[src/rtl/mul_seq_ctrl.sv]
// Sequential shift-and-add multiplier controller for the EX stage.
// A MULT is accepted only from IDLE. It runs exactly 32 RUN cycles, with no
// early exit, and then pulses done_o for one DONE cycle. The pipeline is
// stalled from the start cycle through the last RUN cycle.
module mul_seq_ctrl (
  input  logic        clk_i,
  input  logic        rst_i,
  input  logic [3:0]  ALUCtrl_i,
  input  logic        valid_i,
  input  logic [31:0] src1_i,
  input  logic [31:0] src2_i,
  input  logic        flush_i,
  output logic        stall_o,
  output logic        busy_o,
  output logic        done_o,
  output logic [31:0] result_o
);

  localparam logic [3:0] OP_MULT = 4'b1000;

  typedef enum logic [1:0] {S_IDLE, S_RUN, S_DONE} state_t;

  state_t      state_q, state_d;
  logic [31:0] mcand_q, mcand_d;
  logic [31:0] mplier_q, mplier_d;
  logic [31:0] acc_q, acc_d;
  logic [31:0] result_q, result_d;
  logic [4:0]  cnt_q, cnt_d;
  logic        start;

  // The term ~rst_i keeps stall_o low while reset is held, even if a MULT sits in EX.
  assign start = (state_q == S_IDLE) & valid_i & (ALUCtrl_i == OP_MULT) &
                 ~flush_i & ~rst_i;

  // Next-state logic and datapath. Only the low 32 product bits are kept,
  // so signed and unsigned operands give the same result.
  always_comb begin
    state_d  = state_q;
    mcand_d  = mcand_q;
    mplier_d = mplier_q;
    acc_d    = acc_q;
    cnt_d    = cnt_q;
    result_d = result_q;
    case (state_q)
      S_IDLE: begin
        if (start) begin
          mcand_d  = src1_i;
          mplier_d = src2_i;
          acc_d    = 32'h0;
          cnt_d    = 5'd0;
          state_d  = S_RUN;
        end
      end
      S_RUN: begin
        if (flush_i) begin
          state_d = S_IDLE;
        end else begin
          if (mplier_q[0]) acc_d = acc_q + mcand_q;
          mcand_d  = mcand_q << 1;
          mplier_d = mplier_q >> 1;
          cnt_d    = cnt_q + 5'd1;
          if (cnt_q == 5'd31) begin
            state_d  = S_DONE;
            result_d = acc_d;  // so the result is already registered in DONE
          end
        end
      end
      S_DONE:  state_d = S_IDLE;
      default: state_d = S_IDLE;
    endcase
  end

  // State and datapath registers; reset clears everything asynchronously.
  always_ff @(posedge clk_i or posedge rst_i) begin
    if (rst_i) begin
      state_q  <= S_IDLE;
      mcand_q  <= 32'h0;
      mplier_q <= 32'h0;
      acc_q    <= 32'h0;
      cnt_q    <= 5'd0;
      result_q <= 32'h0;
    end else begin
      state_q  <= state_d;
      mcand_q  <= mcand_d;
      mplier_q <= mplier_d;
      acc_q    <= acc_d;
      cnt_q    <= cnt_d;
      result_q <= result_d;
    end
  end

  assign stall_o  = start | (state_q == S_RUN);
  assign busy_o   = (state_q == S_RUN);
  assign done_o   = (state_q == S_DONE);
  assign result_o = result_q;

endmodule

[config.mk]
export PLATFORM = sky130hd
export DESIGN_NAME = mul_seq_ctrl
export DESIGN_NICKNAME = d
export VERILOG_FILES = /design/src/rtl/mul_seq_ctrl.sv
export SDC_FILE = /design/constraint.sdc
export NUM_CORES = 1
export LEC_CHECK = 0
export BUFFER_PORTS_ARGS = -buffer_cell sky130_fd_sc_hd__buf_4
export CAP_MARGIN = 20
export CORE_ASPECT_RATIO = 1.4
export CORE_UTILIZATION = 60
export CTS_BUF_LIST = sky130_fd_sc_hd__clkbuf_4 sky130_fd_sc_hd__clkbuf_8
export DETAILED_ROUTE_END_ITERATION = 10
export GPL_TIMING_DRIVEN = 0
export PLACE_DENSITY = 0.92
export SLEW_MARGIN = 20
export SYNTH_ARGS = -nofsm -noshare
export SYNTH_HDL_FRONTEND = slang
export SYNTH_SLANG_ARGS = --single-unit
[constraint.sdc]
create_clock -name clk_i -period 4.5 [get_ports clk_i]
set_input_delay 0 -clock clk_i [delete_from_list [all_inputs] [get_ports clk_i]]
set_output_delay 0 -clock clk_i [all_outputs]
set_load 0.02 [all_outputs]
==> run metrics, run 1 <==
status complete, no violations; nets@finish 1111; crit path launch type flip-flop; Clock Skew ~0.017 ns; Multi-input gate area 0.00374 mm2; number of diodes 0; Iter 0 DRT Violations just under 600; Detail Route Antenna Nets 0; commonest non-fill, non-tap cell in the layout nand2_1; clock period minus worst slack roughly 3.5 ns; CP max FO 3; clk sinks approximately 140; number of synthesis warnings 0; CTS tree built; area share of the largest cell type after synthesis 0.458; Max Freq between 0.2 and 0.3 GHz; Mapped Cells 814; via count 7077; vias in the first global route 7140; CP bufs+invs 0; first-pass GRT wire length 35.0 mm; global-route usage over all layers 0.367; area leader, netlist dfrtp_1; relative max-transition margin 0.336; Top FF cell, synth dfrtp_1; Worst path top cell family by delay compound AO/OA/AOI/OAI gates; Die Wd about 96 um; Layout fillers around 750; share of cells above drive strength 1 0.155; top post-synthesis cells by area dfrtp_1 46%, nand2_1 12%, a22oi_1 6.2%, ha_1 5.6%, mux2i_1 3.5%; Leak ~0.0048 uW; clock latency on the worst-skew pair 0.46 ns; Final Routed Wirelength 22.4 mm; Post-synth EDFFs 0; routability cong. approximately 1.0; hold-fix buffers at CTS 65; CTS Root Cell clkbuf_8; die height approximately 130 um; Core Area roughly 0.012 mm2; syn avg cell area between 9 and 10 um2; number of unique standard cell types used by synthesis 58; CTS Buf Count 17; PortBufs approximately 110; Starting Density 0.622; Die Area roughly 0.013 mm2; Crit. End Element flip-flop; 1st-pass router iterations 5; RSZ-0062 raised after global routing no; Max stage delay cell, worst path o41ai_1; sequential fraction of the synthesis area 0.458; Worst path max stage delay around 0.60 ns; Post-Syn Nets 920; Final Hold Vio Count 0; setup violators final 0; register area between 0.003 and 0.004 mm2; Area Growth Syn to Fin 28.3%; Yosys reg bits ~140; DRC 0; # rows 47; most frequent cells in the layout 229 x nand2_1, 135 x dfrtp_1, 106 x buf_4, 65 x dlygate4sd3_1, 61 x a22oi_1; WP data required around 4.9 ns; worst-path cell chain ha_1 > fa_1 > a21o_1 > a311oi_2 > nor3_2 > o41ai_1 > a211oi_1 > o21ai_1 > xnor2_1 > mux2i_1 > a21oi_1; post_cts resized 0; Overall Power between 3000 and 4000 uW; Pwr per Cell Area 326 mW/mm2; initial antenna violation count 0; crit path DAT just under 4 ns; final setup TNS 0 ns; Tightest Pin Transition slightly below 1 ns; Async SR Flop Fraction 1.00; CTS max path bufs 2; I/O pin cnt 107; Max Cap Viol 0; hold crit path type in2reg; peak supply drop about 0.23 mV; grt total ovfl 0; H-tree Lvls 4; fin crit share 0.784; Via density between 6 and 7; DR WL/cell a little under 20 um; Final Max Tran Viols 0; largest net degree at the start of global routing 85; Setup Buffers After CTS 0; mapped cell area ~0.0074 mm2; CP Class reg2reg; post-DP HPWL about 14 mm; Reg clk slew, reported paths ~0.080 ns
logic make-up after synthesis:
logic type | synth area share
AOI/OAI and AO/OA | 0.201
xor gates and xnor gates | 0.0368
adders and majority gates | 0.0586
buffers and inverters | 0.0354
DFF | 0.458
muxes | 0.0403
and+or+nand+nor | 0.170
final cells by class:
class                           count  share of cell area
Inverter                           15             0.00674
Sequential cell                   135               0.357
Tap cell                          147              0.0194
Timing Repair Buffer              172               0.156
Clock buffer                       21              0.0292
Multi-Input combinational cell    610               0.395
Clock inverter                     11              0.0157
Buffer                             54              0.0217
Yosys cell counts (all sizes together) (9+ instances only):
master / count
nand2: 229
dfrtp: 135
a22oi: 61
o21ai: 57
clkbuf: 44
ha: 33
a21oi: 30
a21o: 26
mux2i: 26
xnor2: 19
nor2: 17
inv: 15
o22ai: 12
xor2: 12
buf: 10
nand4: 9
registers in the layout, summed over array words and instances, names as in the netlist:
register	cells
state_q	2
result_o	32
mplier_q	32
acc_q	32
cnt_q	5
mcand_q	32
routing by layer:
layer  global-route usage  wire length (um)  vias to the layer above
li1                     -                 -                     3246
met1                0.428              8390                     3388
met2                0.640             11600                      363
met3               0.0616              1440                       80
met4                0.180              1010                        0
met5                    0                 0                        -
per-stage QoR:
stage	utilization	instances	instance area, um2	hold WS (ns)	setup WS [ns]
5_1_grt	0.798	1165	9470	0.0602	0.911
4_1_cts	0.798	1165	9470	0.0352	1.09
3_3_place_gp	0.704	1067	8360	0.206	-1.40
6_report	0.798	1165	9470	0.0407	0.974
2_1_floorplan	-	814	7380	0.117	0.283
3_5_place_dp	0.707	1068	8400	0.0363	1.16
worst min-delay path: cells and delay by family:
kind | cells | cell delay [ns]
buf+inv | 2 | 0.15
compound gates | 1 | 0.08
simple gates | 1 | 0.22
where the power goes:
| group | switching (uW) | internal, uW | total, uW |
|---|---|---|---|
| clock | 507 | 590 | 1100 |
| combinational | 327 | 245 | 572 |
| sequential | 99.8 | 1320 | 1420 |
final timing paths:
path	start	to	slack, ns	depth (start not counted)
min in group asynchronous	rst_i	result_o[8]	0.10	3
worst max register to register	mcand_q[0]	result_o[28]	0.97	11
max in group asynchronous	rst_i	acc_q[25]	3.66	4
worst min-delay path	ALUCtrl_i[3]	state_q[0]	0.04	4
worst min register to register	result_o[27]	result_o[27]	0.48	2
worst max-delay path	mcand_q[0]	result_o[28]	0.97	11
(Power assumes the default switching activity.)
==> run 2: changes to the inputs <==
Settings changed: CORE_UTILIZATION 60 to 54, PLACE_DENSITY 0.92 to 0.88.
Clock period 4.5 ns to 3.2 ns, I/O delays scaled along.
==> run metrics, run 2 (synthesis gave the netlist of run 1 again) <==
CP max FO 3 (unchanged); routability cong. 0.967 (was 1.00); die height 140 um (was 133 um); setup violators final 0 (unchanged); I/O pin cnt 107 (unchanged); WP data required 3.56 ns (was 4.87 ns); initial antenna violation count 0 (unchanged); Tightest Pin Transition 0.974 ns (was 0.986 ns); Iter 0 DRT Violations 500 (was 581); RSZ-0062 raised after global routing no (unchanged); Pwr per Cell Area 442 mW/mm2 (was 326 mW/mm2); crit path DAT 3.46 ns (was 3.90 ns); Layout fillers 989 (was 754); global-route usage over all layers 0.325 (was 0.367); largest net degree at the start of global routing 35 (was 85); peak supply drop 0.316 mV (was 0.235 mV); clock period minus worst slack 3.10 ns (was 3.53 ns); Final Max Tran Viols 0 (unchanged); DR WL/cell 18.1 um (was 19.2 um); clock latency on the worst-skew pair 0.46 ns (about the same); Core Area 0.0134 mm2 (was 0.0119 mm2); CTS Buf Count 17 (unchanged); Final Routed Wirelength 21.7 mm (was 22.4 mm); nets@finish 1115 (was 1111); WHS 0.100 ns (was 0.0407 ns); 1st-pass router iterations 5 (unchanged); Detail Route Antenna Nets 0 (unchanged); relative max-transition margin 0.344 (was 0.336); clk sinks 135 (unchanged); R2R setup slack 0.10 ns (was 0.97 ns); CTS max path bufs 2 (unchanged); Max Freq 0.323 GHz (was 0.284 GHz); Post-DP Area 0.00851 mm2 (was 0.00840 mm2); Leak 0.00488 uW (was 0.00484 uW); pre-CTS setup slack -0.160 ns (was 1.16 ns); hold crit path type in2reg (unchanged); crit path launch type flip-flop (unchanged); via count 6928 (was 7077); Reg clk slew, reported paths 0.08 ns (about the same); Area Growth Syn to Fin 29.8% (was 28.3%); Die Wd 101 um (was 95.8 um); grt total ovfl 0 (unchanged); CTS Root Cell clkbuf_8 (unchanged); post-DP HPWL 14.5 mm (was 14.3 mm); share of cells above drive strength 1 0.164 (was 0.155); Clock Skew 0.0142 ns (was 0.0170 ns); Final Hold Vio Count 0 (unchanged); PortBufs 106 (unchanged); worst setup margin 0.101 ns (was 0.974 ns); DRC 0 (unchanged); final design area excluding fillers 0.00958 mm2 (was 0.00947 mm2); Overall Power 4230 uW (was 3090 uW); status complete, no violations (unchanged); vias in the first global route 7153 (was 7140); CP Class reg2reg (unchanged); Via density 5.75 (was 6.07); CTS tree built (unchanged); commonest non-fill, non-tap cell in the layout nand2_1 (unchanged); number of diodes 0 (unchanged); Max Cap Viol 0 (unchanged); most frequent cells in the layout 229 x nand2_1, 135 x dfrtp_1, 107 x buf_4, 65 x dlygate4sd3_1, 61 x a22oi_1 (was 229 x nand2_1, 135 x dfrtp_1, 106 x buf_4, 65 x dlygate4sd3_1, 61 x a22oi_1); first-pass GRT wire length 35.1 mm (was 35.0 mm); Crit. End Element flip-flop (unchanged); Starting Density 0.551 (was 0.622); Die Area 0.0142 mm2 (was 0.0128 mm2); H-tree Lvls 4 (unchanged); # rows 50 (was 47); fin crit share 0.968 (was 0.784)
run 2: worst paths after layout:
| kind | start | endpoint | depth (start not counted) |
|---|---|---|---|
| min reg2reg | result_o[5] | result_o[5] | 2 |
| min | ALUCtrl_i[3] | state_q[0] | 4 |
| max | mcand_q[0] | result_o[30] | 11 |
| min in group asynchronous | rst_i | result_o[18] | 3 |
| max reg2reg | mcand_q[0] | result_o[30] | 11 |
| max in group asynchronous | rst_i | mcand_q[15] | 5 |
run 2: critical path, stage by stage, from the launching register on:
cell and delay, ns:
dfrtp_1 0.42, ha_1 0.25, fa_2 0.38, a21o_1 0.21, a311oi_2 0.32, nor3_2 0.13
nor3_2 0.33, o311ai_4 0.16, o221ai_2 0.28, o21ai_2 0.11, xnor2_1 0.15, a311oi_1 0.26
run 2: what timing repair did:
action | CTS | global route
gates resized for setup | 1 | 2
hold buffers | 65 | 0
setup buffers | 0 | 1
setup endpoints to repair | 5 | 6
pin swaps | 0 | 3
hold endpoints to repair | 132 | 0
run 2: through the flow:
step	setup TNS [ns]	cells	utilization
after floorplan	0	814	-
after global placement	-119.17	1102	0.629
after detailed placement	-0.430	1106	0.635
after CTS	0	1203	0.714
after global routing	0	1204	0.716
final	0	1204	0.716
run 2: final cells by class:
class	count	area, um2	area share
Sequential cell	135	3380	0.353
Buffer	54	211	0.0221
Clock buffer	20	269	0.0281
Clock inverter	12	126	0.0132
Timing Repair Buffer	176	1540	0.161
Multi-Input combinational cell	610	3770	0.393
Inverter	15	60.1	0.00627
Tap cell	182	228	0.0238
run 2: power by group:
group / internal [uW] / switching, uW / leakage (uW)
combinational: 353 / 446 / 0.00284
clock: 739 / 699 / 0.000202
sequential: 1860 / 134 / 0.00184
run 2: per-layer routing:
| layer | vias to the layer above | GRT usage | wire (um) |
|---|---|---|---|
| li1 | 3253 | - | - |
| met1 | 3316 | 0.374 | 8280 |
| met2 | 293 | 0.561 | 11200 |
| met3 | 66 | 0.0739 | 1400 |
| met4 | 0 | 0.162 | 843 |
| met5 | - | 0 | 0 |
==> run 3: changes to the inputs <==
Settings changed: CAP_MARGIN 20 to unset.
Clock period 3.2 ns to 2.67 ns, I/O delays scaled along.
==> run metrics, run 3 (synthesis gave the netlist of run 1 again) <==
status complete, but fails checks (was complete, no violations); failing checks setup timing; RSZ-0062 raised after global routing yes (was no); I/O pin cnt 107 (unchanged); grt total ovfl 0 (unchanged); Final Max Tran Viols 0 (unchanged); WHS 0.0610 ns (was 0.100 ns); worst r2r src acc_q[0] (was mcand_q[0]); clk sinks 135 (unchanged); Pwr per Cell Area 533 mW/mm2 (was 442 mW/mm2); Overall Power 5510 uW (was 4230 uW); initial antenna violation count 0 (unchanged); crit path launch type flip-flop (unchanged); hold crit path type in2reg (unchanged); reg2reg end result_o[10] (was result_o[30]); 1st-pass router iterations 6 (was 5); Worst path top cell family by delay compound AO/OA/AOI/OAI gates (unchanged); Worst path max stage delay 0.44 ns (was 0.42 ns); Clock Skew 0.0194 ns (was 0.0142 ns); Reg clk slew, reported paths 0.09 ns (was 0.08 ns); Leak 0.00512 uW (was 0.00488 uW); CTS Root Cell clkbuf_8 (unchanged); WP depth 13 (was 11); pre-CTS setup slack -0.382 ns (was -0.160 ns); vias in the first global route 7275 (was 7153); Post-DP Area 0.00856 mm2 (was 0.00851 mm2); fin crit share 1.10 (was 0.968); fin cells 1229 (was 1204); share of cells above drive strength 1 0.256 (was 0.164); worst-case reg-to-reg path depth 13 (was 11); CTS max path bufs 2 (unchanged); Core Area 0.0134 mm2 (unchanged); Via density 6.19 (was 5.75); DRC 0 (unchanged); worst-path cell chain ha_2 > fa_2 > a21o_1 > buf_4 > buf_6 > a31o_4 > a21oi_2 > o21bai_1 > a21oi_2 > o21ai_2 > xor2_1 > mux2i_1 > o21ai_1 (was ha_1 > fa_2 > a21o_1 > a311oi_2 > nor3_2 > nor3_2 > o311ai_4 > o221ai_2 > o21ai_2 > xnor2_1 > a311oi_1); via count 7610 (was 6928); # placed instances 1106 (unchanged); setup violators final 25 (was 0); Die Area 0.0142 mm2 (unchanged); nets@finish 1140 (was 1115); Starting Density 0.551 (unchanged); most frequent CP cell a21oi_2 (was nor3_2); Tightest Pin Transition 0.937 ns (was 0.974 ns); final design area excluding fillers 0.0103 mm2 (was 0.00958 mm2); CP bufs+invs 2 (was 0); Final Routed Wirelength 25.2 mm (was 21.7 mm); clock latency on the worst-skew pair 0.48 ns (was 0.46 ns); routability cong. 0.932 (was 0.967); R2R setup slack -0.26 ns (was 0.10 ns); Area Growth Syn to Fin 40.0% (was 29.8%); CTS tree built (unchanged); die height 140 um (unchanged); DR WL/cell 20.5 um (was 18.1 um); CP max FO 3 (unchanged); Worst Setup EP result_o[10] (was result_o[30]); Max Cap Viol 0 (unchanged); # rows 50 (unchanged); post-DP HPWL 14.3 mm (was 14.5 mm); crit path DAT 3.32 ns (was 3.46 ns); Final Hold Vio Count 0 (unchanged); commonest non-fill, non-tap cell in the layout nand2_1 (unchanged); worst setup margin -0.261 ns (was 0.101 ns); global-route usage over all layers 0.333 (was 0.325); peak supply drop 0.472 mV (was 0.316 mV); crit path from acc_q[0] (was mcand_q[0]); first-pass GRT wire length 36.0 mm (was 35.1 mm); Max stage delay cell, worst path dfrtp_1 (unchanged); relative max-transition margin 0.375 (was 0.344); Die Wd 101 um (unchanged); Crit. End Element flip-flop (unchanged); largest net degree at the start of global routing 36 (was 35); WP data required 3.06 ns (was 3.56 ns); PortBufs 106 (unchanged); number of diodes 0 (unchanged); Iter 0 DRT Violations 777 (was 500); CP Class reg2reg (unchanged); clock period minus worst slack 2.93 ns (was 3.10 ns); most frequent cells in the layout 225 x nand2_1, 134 x buf_4, 130 x dfrtp_1, 65 x dlygate4sd3_1, 61 x a22oi_1 (was 229 x nand2_1, 135 x dfrtp_1, 107 x buf_4, 65 x dlygate4sd3_1, 61 x a22oi_1); Max Freq 0.341 GHz (was 0.323 GHz); H-tree Lvls 4 (unchanged); Detail Route Antenna Nets 0 (unchanged); CTS Buf Count 17 (unchanged)
[run 3: cell types whose count changed in the layout (fill, tap and decap cells not counted), moves of 7 or more]
cell | previous run | this run
a21oi_1 | 29 | 19
a21oi_2 | 1 | 8
buf_4 | 107 | 134
clkbuf_1 | 41 | 30
ha_1 | 33 | 14
ha_4 | 0 | 14
o21ai_0 | 52 | 37
o21ai_1 | 4 | 15
[run 3: layout make-up]
| type | instances | area, um2 |
|---|---|---|
| plain buffers | 50 | 249 |
| clock buffers | 18 | 248 |
| clock inverters | 14 | 174 |
| fillers | 841 | 3050 |
| inverters | 15 | 60.1 |
| multi-input cells | 610 | 4230 |
| flip-flops and latches | 135 | 3380 |
| well taps | 182 | 228 |
| repair buffers | 205 | 1770 |
[run 3: per-stage QoR]
step                setup TNS, ns   util
floorplan                  -40.57      -
global placement          -166.12  0.633
detailed placement          -4.13  0.639
CTS                         -1.13  0.745
global route                -5.25  0.772
finish                      -2.59  0.772
[run 3: layer usage]
metal / up-vias / global-route usage / share of wire
li1: 3300 / - / -
met1: 3618 / 0.377 / 0.34
met2: 547 / 0.575 / 0.51
met3: 145 / 0.0579 / 0.088
met4: 0 / 0.205 / 0.061
met5: - / 0 / 0
[run 3: timing repair]
item / CTS / global route
gates resized for setup: 47 / 53
buffers inserted: 14 / 16
endpoints found under the setup margin: 28 / 34
pin swaps: 21 / 32
endpoints found under the hold margin: 132 / 0
hold buffers: 65 / 0
[run 3: worst min path at each step]
stage | startpoint | end | slack (ns) | cells after the start
after floorplan | src1_i[0] | mcand_q[0] | 0.12 | 2
after global placement | src2_i[31] | mplier_q[31] | 0.21 | 3
after detailed placement | rst_i | result_o[9] | 0.04 | 2
after CTS | ALUCtrl_i[3] | state_q[0] | 0.08 | 4
after global routing | ALUCtrl_i[3] | state_q[0] | 0.10 | 4
final | ALUCtrl_i[3] | state_q[0] | 0.06 | 4
[run 3: power breakdown]
group          leakage (uW)  internal, uW  switching, uW  total [uW]
registers           0.00183          2230            191        2420
logic               0.00307           555            643        1200
clock network      0.000214           957            931        1890
[run 3: worst reg2reg max path, delay by kind of cell, from the launching register on]
family	cells	cell delay (ns)
compound gates	7	1.20
fa+ha+maj	2	0.57
flops	1	0.44
buf+inv	2	0.26
xor+xnor	1	0.24
mux	1	0.15
